## src/rtl/exec_unit_arbiter.sv

```systemverilog
// rtl/exec_unit_arbiter.sv - round-robin arbiter sharing one exec_unit between two requesters
//
// Purpose:
//    Two requesters (req0 = integer issue slot, req1 = address-gen/branch-target slot)
//    compete for a single combinational exec_unit. The winner's operands drive eu_*;
//    the exec_unit result is captured into a one-entry response register.
//
// Ports:
//    clk, rst_n              clock, asynchronous active-low reset
//    reqN_valid_i/ready_o    request handshake (N = 0,1), fire = valid && ready
//    reqN_pc/rs1/rs2/imm_i   32-bit operands
//    reqN_params_i           6-bit operand selects + exec_op
//    reqN_tag_i              opaque tag returned with the response
//    eu_pc/rs1/rs2/imm_o     operands to the exec_unit (0 when nothing is granted)
//    eu_params_o             params to the exec_unit
//    eu_result_i             combinational exec_unit result
//    rsp_valid_o/ready_i     response handshake
//    rsp_result/src/tag_o    registered result, producing requester, its tag
//    perf_grant0/1_o,
//    perf_stall_o            saturating counters, present only with EXEC_ARB_PERF_EN
//
// Build option: define EXEC_ARB_PERF_EN to add the performance counters.

module exec_unit_arbiter #(
   parameter int TAG_W = 4
`ifdef EXEC_ARB_PERF_EN
   ,
   parameter int PERF_CNT_W = 16
`endif
) (
   input  logic             clk,
   input  logic             rst_n,

   input  logic             req0_valid_i,
   output logic             req0_ready_o,
   input  logic [31:0]      req0_pc_i,
   input  logic [31:0]      req0_rs1_i,
   input  logic [31:0]      req0_rs2_i,
   input  logic [31:0]      req0_imm_i,
   input  logic [5:0]       req0_params_i,
   input  logic [TAG_W-1:0] req0_tag_i,

   input  logic             req1_valid_i,
   output logic             req1_ready_o,
   input  logic [31:0]      req1_pc_i,
   input  logic [31:0]      req1_rs1_i,
   input  logic [31:0]      req1_rs2_i,
   input  logic [31:0]      req1_imm_i,
   input  logic [5:0]       req1_params_i,
   input  logic [TAG_W-1:0] req1_tag_i,

   output logic [31:0]      eu_pc_o,
   output logic [31:0]      eu_rs1_o,
   output logic [31:0]      eu_rs2_o,
   output logic [31:0]      eu_imm_o,
   output logic [5:0]       eu_params_o,
   input  logic [31:0]      eu_result_i,

   output logic             rsp_valid_o,
   input  logic             rsp_ready_i,
   output logic [31:0]      rsp_result_o,
   output logic             rsp_src_o,
   output logic [TAG_W-1:0] rsp_tag_o
`ifdef EXEC_ARB_PERF_EN
   ,
   output logic [PERF_CNT_W-1:0] perf_grant0_o,
   output logic [PERF_CNT_W-1:0] perf_grant1_o,
   output logic [PERF_CNT_W-1:0] perf_stall_o
`endif
);

   logic             rsp_valid_q;
   logic [31:0]      rsp_result_q;
   logic             rsp_src_q;
   logic [TAG_W-1:0] rsp_tag_q;
   logic             last_grant_q;

   logic             can_issue;
   logic             grant_vld;
   logic             grant_idx;
   logic             fire;
   logic [TAG_W-1:0] grant_tag;

   // The response slot can take a new result when empty or being drained this cycle.
   assign can_issue = !rsp_valid_q || rsp_ready_i;

   // On conflict, the requester that did not win last time goes first.
   always_comb begin
      grant_vld = req0_valid_i || req1_valid_i;
      if (req0_valid_i && req1_valid_i) begin
         grant_idx = ~last_grant_q;
      end else begin
         grant_idx = req1_valid_i;
      end
   end

   assign fire         = can_issue && grant_vld;
   assign req0_ready_o = fire && !grant_idx;
   assign req1_ready_o = fire && grant_idx;

   always_comb begin
      eu_pc_o     = '0;
      eu_rs1_o    = '0;
      eu_rs2_o    = '0;
      eu_imm_o    = '0;
      eu_params_o = '0;
      grant_tag   = '0;
      if (grant_vld) begin
         if (grant_idx) begin
            eu_pc_o     = req1_pc_i;
            eu_rs1_o    = req1_rs1_i;
            eu_rs2_o    = req1_rs2_i;
            eu_imm_o    = req1_imm_i;
            eu_params_o = req1_params_i;
            grant_tag   = req1_tag_i;
         end else begin
            eu_pc_o     = req0_pc_i;
            eu_rs1_o    = req0_rs1_i;
            eu_rs2_o    = req0_rs2_i;
            eu_imm_o    = req0_imm_i;
            eu_params_o = req0_params_i;
            grant_tag   = req0_tag_i;
         end
      end
   end

   // last_grant resets to 1 so req0 wins the first conflict after reset.
   always_ff @(posedge clk or negedge rst_n) begin
      if (!rst_n) begin
         rsp_valid_q  <= 1'b0;
         rsp_result_q <= '0;
         rsp_src_q    <= 1'b0;
         rsp_tag_q    <= '0;
         last_grant_q <= 1'b1;
      end else if (fire) begin
         // A same-cycle drain is implied: the new result overwrites the old one.
         rsp_valid_q  <= 1'b1;
         rsp_result_q <= eu_result_i;
         rsp_src_q    <= grant_idx;
         rsp_tag_q    <= grant_tag;
         last_grant_q <= grant_idx;
      end else if (rsp_ready_i) begin
         rsp_valid_q  <= 1'b0;
      end
   end

   assign rsp_valid_o  = rsp_valid_q;
   assign rsp_result_o = rsp_result_q;
   assign rsp_src_o    = rsp_src_q;
   assign rsp_tag_o    = rsp_tag_q;

`ifdef EXEC_ARB_PERF_EN
   logic [PERF_CNT_W-1:0] perf_grant0_q;
   logic [PERF_CNT_W-1:0] perf_grant1_q;
   logic [PERF_CNT_W-1:0] perf_stall_q;
   logic                  stall;

   assign stall = (req0_valid_i || req1_valid_i) && !can_issue;

   // Counters stick at all-ones rather than wrapping.
   always_ff @(posedge clk or negedge rst_n) begin
      if (!rst_n) begin
         perf_grant0_q <= '0;
         perf_grant1_q <= '0;
         perf_stall_q  <= '0;
      end else begin
         if (req0_ready_o && (perf_grant0_q != '1)) begin
            perf_grant0_q <= perf_grant0_q + PERF_CNT_W'(1);
         end
         if (req1_ready_o && (perf_grant1_q != '1)) begin
            perf_grant1_q <= perf_grant1_q + PERF_CNT_W'(1);
         end
         if (stall && (perf_stall_q != '1)) begin
            perf_stall_q <= perf_stall_q + PERF_CNT_W'(1);
         end
      end
   end

   assign perf_grant0_o = perf_grant0_q;
   assign perf_grant1_o = perf_grant1_q;
   assign perf_stall_o  = perf_stall_q;
`endif

endmodule

```

## config.mk

```make
export PLATFORM = sky130hd
export DESIGN_NAME = exec_unit_arbiter
export DESIGN_NICKNAME = d
export VERILOG_FILES = /design/src/rtl/exec_unit_arbiter.sv
export SDC_FILE = /design/constraint.sdc
export NUM_CORES = 1
export LEC_CHECK = 0
export CORE_AREA = 2 2 188 190
export DETAILED_ROUTE_END_ITERATION = 7
export DIE_AREA = 0 0 190 192
export MAX_ROUTING_LAYER = met4
export SLEW_MARGIN = 30
export SYNTH_ARGS = -nofsm -noshare
export SYNTH_HDL_FRONTEND = slang
export SYNTH_SLANG_ARGS = --single-unit
```

## constraint.sdc

```tcl
create_clock -name clk -period 2.75 [get_ports clk]
set_clock_uncertainty 0.05 [all_clocks]
set_input_delay 0.55 -clock clk [delete_from_list [all_inputs] [get_ports clk]]
set_output_delay 0.55 -clock clk [all_outputs]
set_load 0.05 [all_outputs]
```

==> metrics.yaml <==
worstPathMaxFanout: 27
reg2regPathDepth: 4
final_cell_mix: "clkdlybuf4s50_1 (348), nand2_1 (269), buf_12 (136)"
post-cts-setup-buffers: 0
dp_hpwl_um: 18000
cts_max_level: 2
total_power_w: 0.00464
r2r_end: "rsp_result_o[10]"
required_ns: 2.15
die_x_um: 190
synth_cell_types: 20
setup_violations: 0
place_inst: 1458
wl_per_cell_um: 15.1
vias: 5386
timing.rr.start: "rsp_valid_o"
hold_class: "in -> async"
syn_area_per_cell_um2: 6.50
synth_nets: 860
cts_tree: "yes"
max_slew_margin_pct: 62.0
fin_crit_ns: 2.70
final_common_cell: "clkdlybuf4s50_1"
max_freq_mhz: 370
grt_max_degree: 59
ys_seq_area_share_pct: 27.5
fin_cells: 1470
ys_ff_latch: 39
timing.final.crit_share_pct: 98.2
drt-vias-per-instance: 3.66
clk_pin_slew_ns: 0.06
ant_nets: 0
root_buffer: "clkbuf_16"
wl_um: 22300
initial_core_util_pct: 10.4
ir_drop_mv: 0.494
antenna_found_initial: 0
drive_above_1_share_pct: 22.0
grt-ovfl-total: 0
rsz0062_at_grt: "true"
p_leak_nw: 4.33
area_delta_synth_final_pct: 198
n_antenna_cell: 0
finalHoldViolations: 0
synthCells: 547
status: "finished clean"
grt_pass1_vias: 5123
track_usage_pct: 11.1
reg2reg_setup_slack_ns: 1.12
cp.arrival_ns: 2.10
critPathCaptureType: "output port"
place_congestion: 0.809
drt_iter0_markers: 156
startpoint_type: "input pin"
cts_buffers: 5
rows: 68
clockBufferDepth: 2
io_pins: 487
nNetsFinal: 1327
path_class: "in -> out"
port_buffers: 486
grt_pass1_wl_um: 30400
dieArea_um2: 36500
maxCapViolCount: 0
insertion_delay_ns: 0.28
drcViolationCount: 0
synth_area_um2: 3550
slew_violations: 0
yosysWarningCount: 0
dr.pass1.iters: 6
core_region_area_um2: 34300
die_h_um: 192
cts_sinks: 39
power.density_nw_per_um2: 438
tightestPinTransition_ns: 0.568
==> final cells by class <==
type,count,area [µm²]
fill,3514,23700
timing repair buffer,511,6550
multi-input combinational,457,2360
sequential,39,977
tap,455,569
clock buffer,5,125
clock inverter,3,15.0
==> cells by family after synthesis <==
group                  synth area share [%]
and+or+nand+nor                        29.5
AOI/OAI and AO/OA                      20.8
buffers and inverters                  8.17
DFF                                    27.5
muxes                                  14.0
==> Yosys cell counts <==
master | instances | area share [%]
buf_2 | 10 | 1.4
and2_4 | 1 | 0.25
or2_1 | 1 | 0.18
dfrtp_1 | 38 | 27
a31oi_1 | 1 | 0.18
buf_6 | 7 | 2.2
a21o_1 | 1 | 0.21
clkbuf_1 | 25 | 2.6
a21boi_2 | 1 | 0.32
o21ai_0 | 134 | 19
a21oi_1 | 9 | 1.3
nand2b_1 | 2 | 0.35
nor2_1 | 1 | 0.11
buf_4 | 9 | 1.9
and2_1 | 1 | 0.18
mux2_2 | 6 | 1.9
dfstp_2 | 1 | 0.74
mux2_4 | 26 | 11
mux2i_1 | 4 | 1.1
nand2_1 | 269 | 28
==> metal layers <==
| layer | GRT usage (%) | up-vias | part of all wire, % |
|---|---|---|---|
| met5 | - | - | 0 |
| met4 | 2.44 | 0 | 1.3 |
| met3 | 2.47 | 14 | 7.7 |
| met2 | 19.5 | 258 | 51 |
| met1 | 12.9 | 2394 | 40 |
| li1 | - | 2720 | - |
==> sequential cells by signal, indices dropped and copies added (netlist names) <==
register / count
rsp_tag_o: 4
rsp_valid_o: 1
rsp_result_o: 32
rsp_src_o: 1
last_grant_q: 1
==> worst max-delay path by stage <==
stage	from	end	slack, ns	cells past startpoint
after global routing	req1_valid_i	eu_rs1_o[30]	-0.03	7
after global placement	req1_valid_i	eu_rs1_o[22]	0.007	7
after detailed placement	req1_valid_i	eu_rs1_o[22]	-0.02	7
after CTS	req1_valid_i	eu_rs1_o[22]	-0.03	7
final	req1_valid_i	eu_rs1_o[7]	0.05	7
after floorplan	req0_valid_i	eu_rs1_o[26]	-0.19	6
==> repair_timing <==
| action | in CTS | in global routing |
|---|---|---|
| gates cloned | 0 | 4 |
| pin swaps | 0 | 0 |
| hold buffers | 0 | 0 |
| endpoints found under the hold margin | 0 | 0 |
| setup endpoints to repair | 3 | 62 |
| gates resized for setup | 2 | 32 |
==> where the power goes <==
group / switching [W] / internal, W / leakage [nW]
Combinational: 0.00177 / 0.00160 / 3.80
Clock: 0.000238 / 0.000331 / 0.0733
Sequential: 0.0000547 / 0.000659 / 0.450
Total: 0.00206 / 0.00259 / 4.33
==> worst max-delay path, stage by stage <==
cell and delay, ns:
clkdlybuf4s50_1 0.50, a21boi_4 0.22, buf_4 0.22, buf_12 0.18, nand2_1 0.06, o21ai_1 0.18
buf_12 0.18
==> stage by stage <==
stage | instance area (µm²) | util (%) | worst slack [ns] | hold slack (ns) | TNS (ns)
6_report | 10600 | 30.9 | 0.0498 | 0.177 | 0
5_1_grt | 10600 | 30.9 | -0.0289 | 0.224 | -0.167
4_1_cts | 10400 | 30.3 | -0.0295 | 0.370 | -0.0583
3_5_place_dp | 10300 | 29.9 | -0.0198 | 0.422 | -0.0300
3_3_place_gp | 10300 | 29.9 | 0.00722 | 0.412 | 0
2_1_floorplan | 3550 | - | -0.189 | 0.204 | -0.944
(Power assumes the default switching activity.)
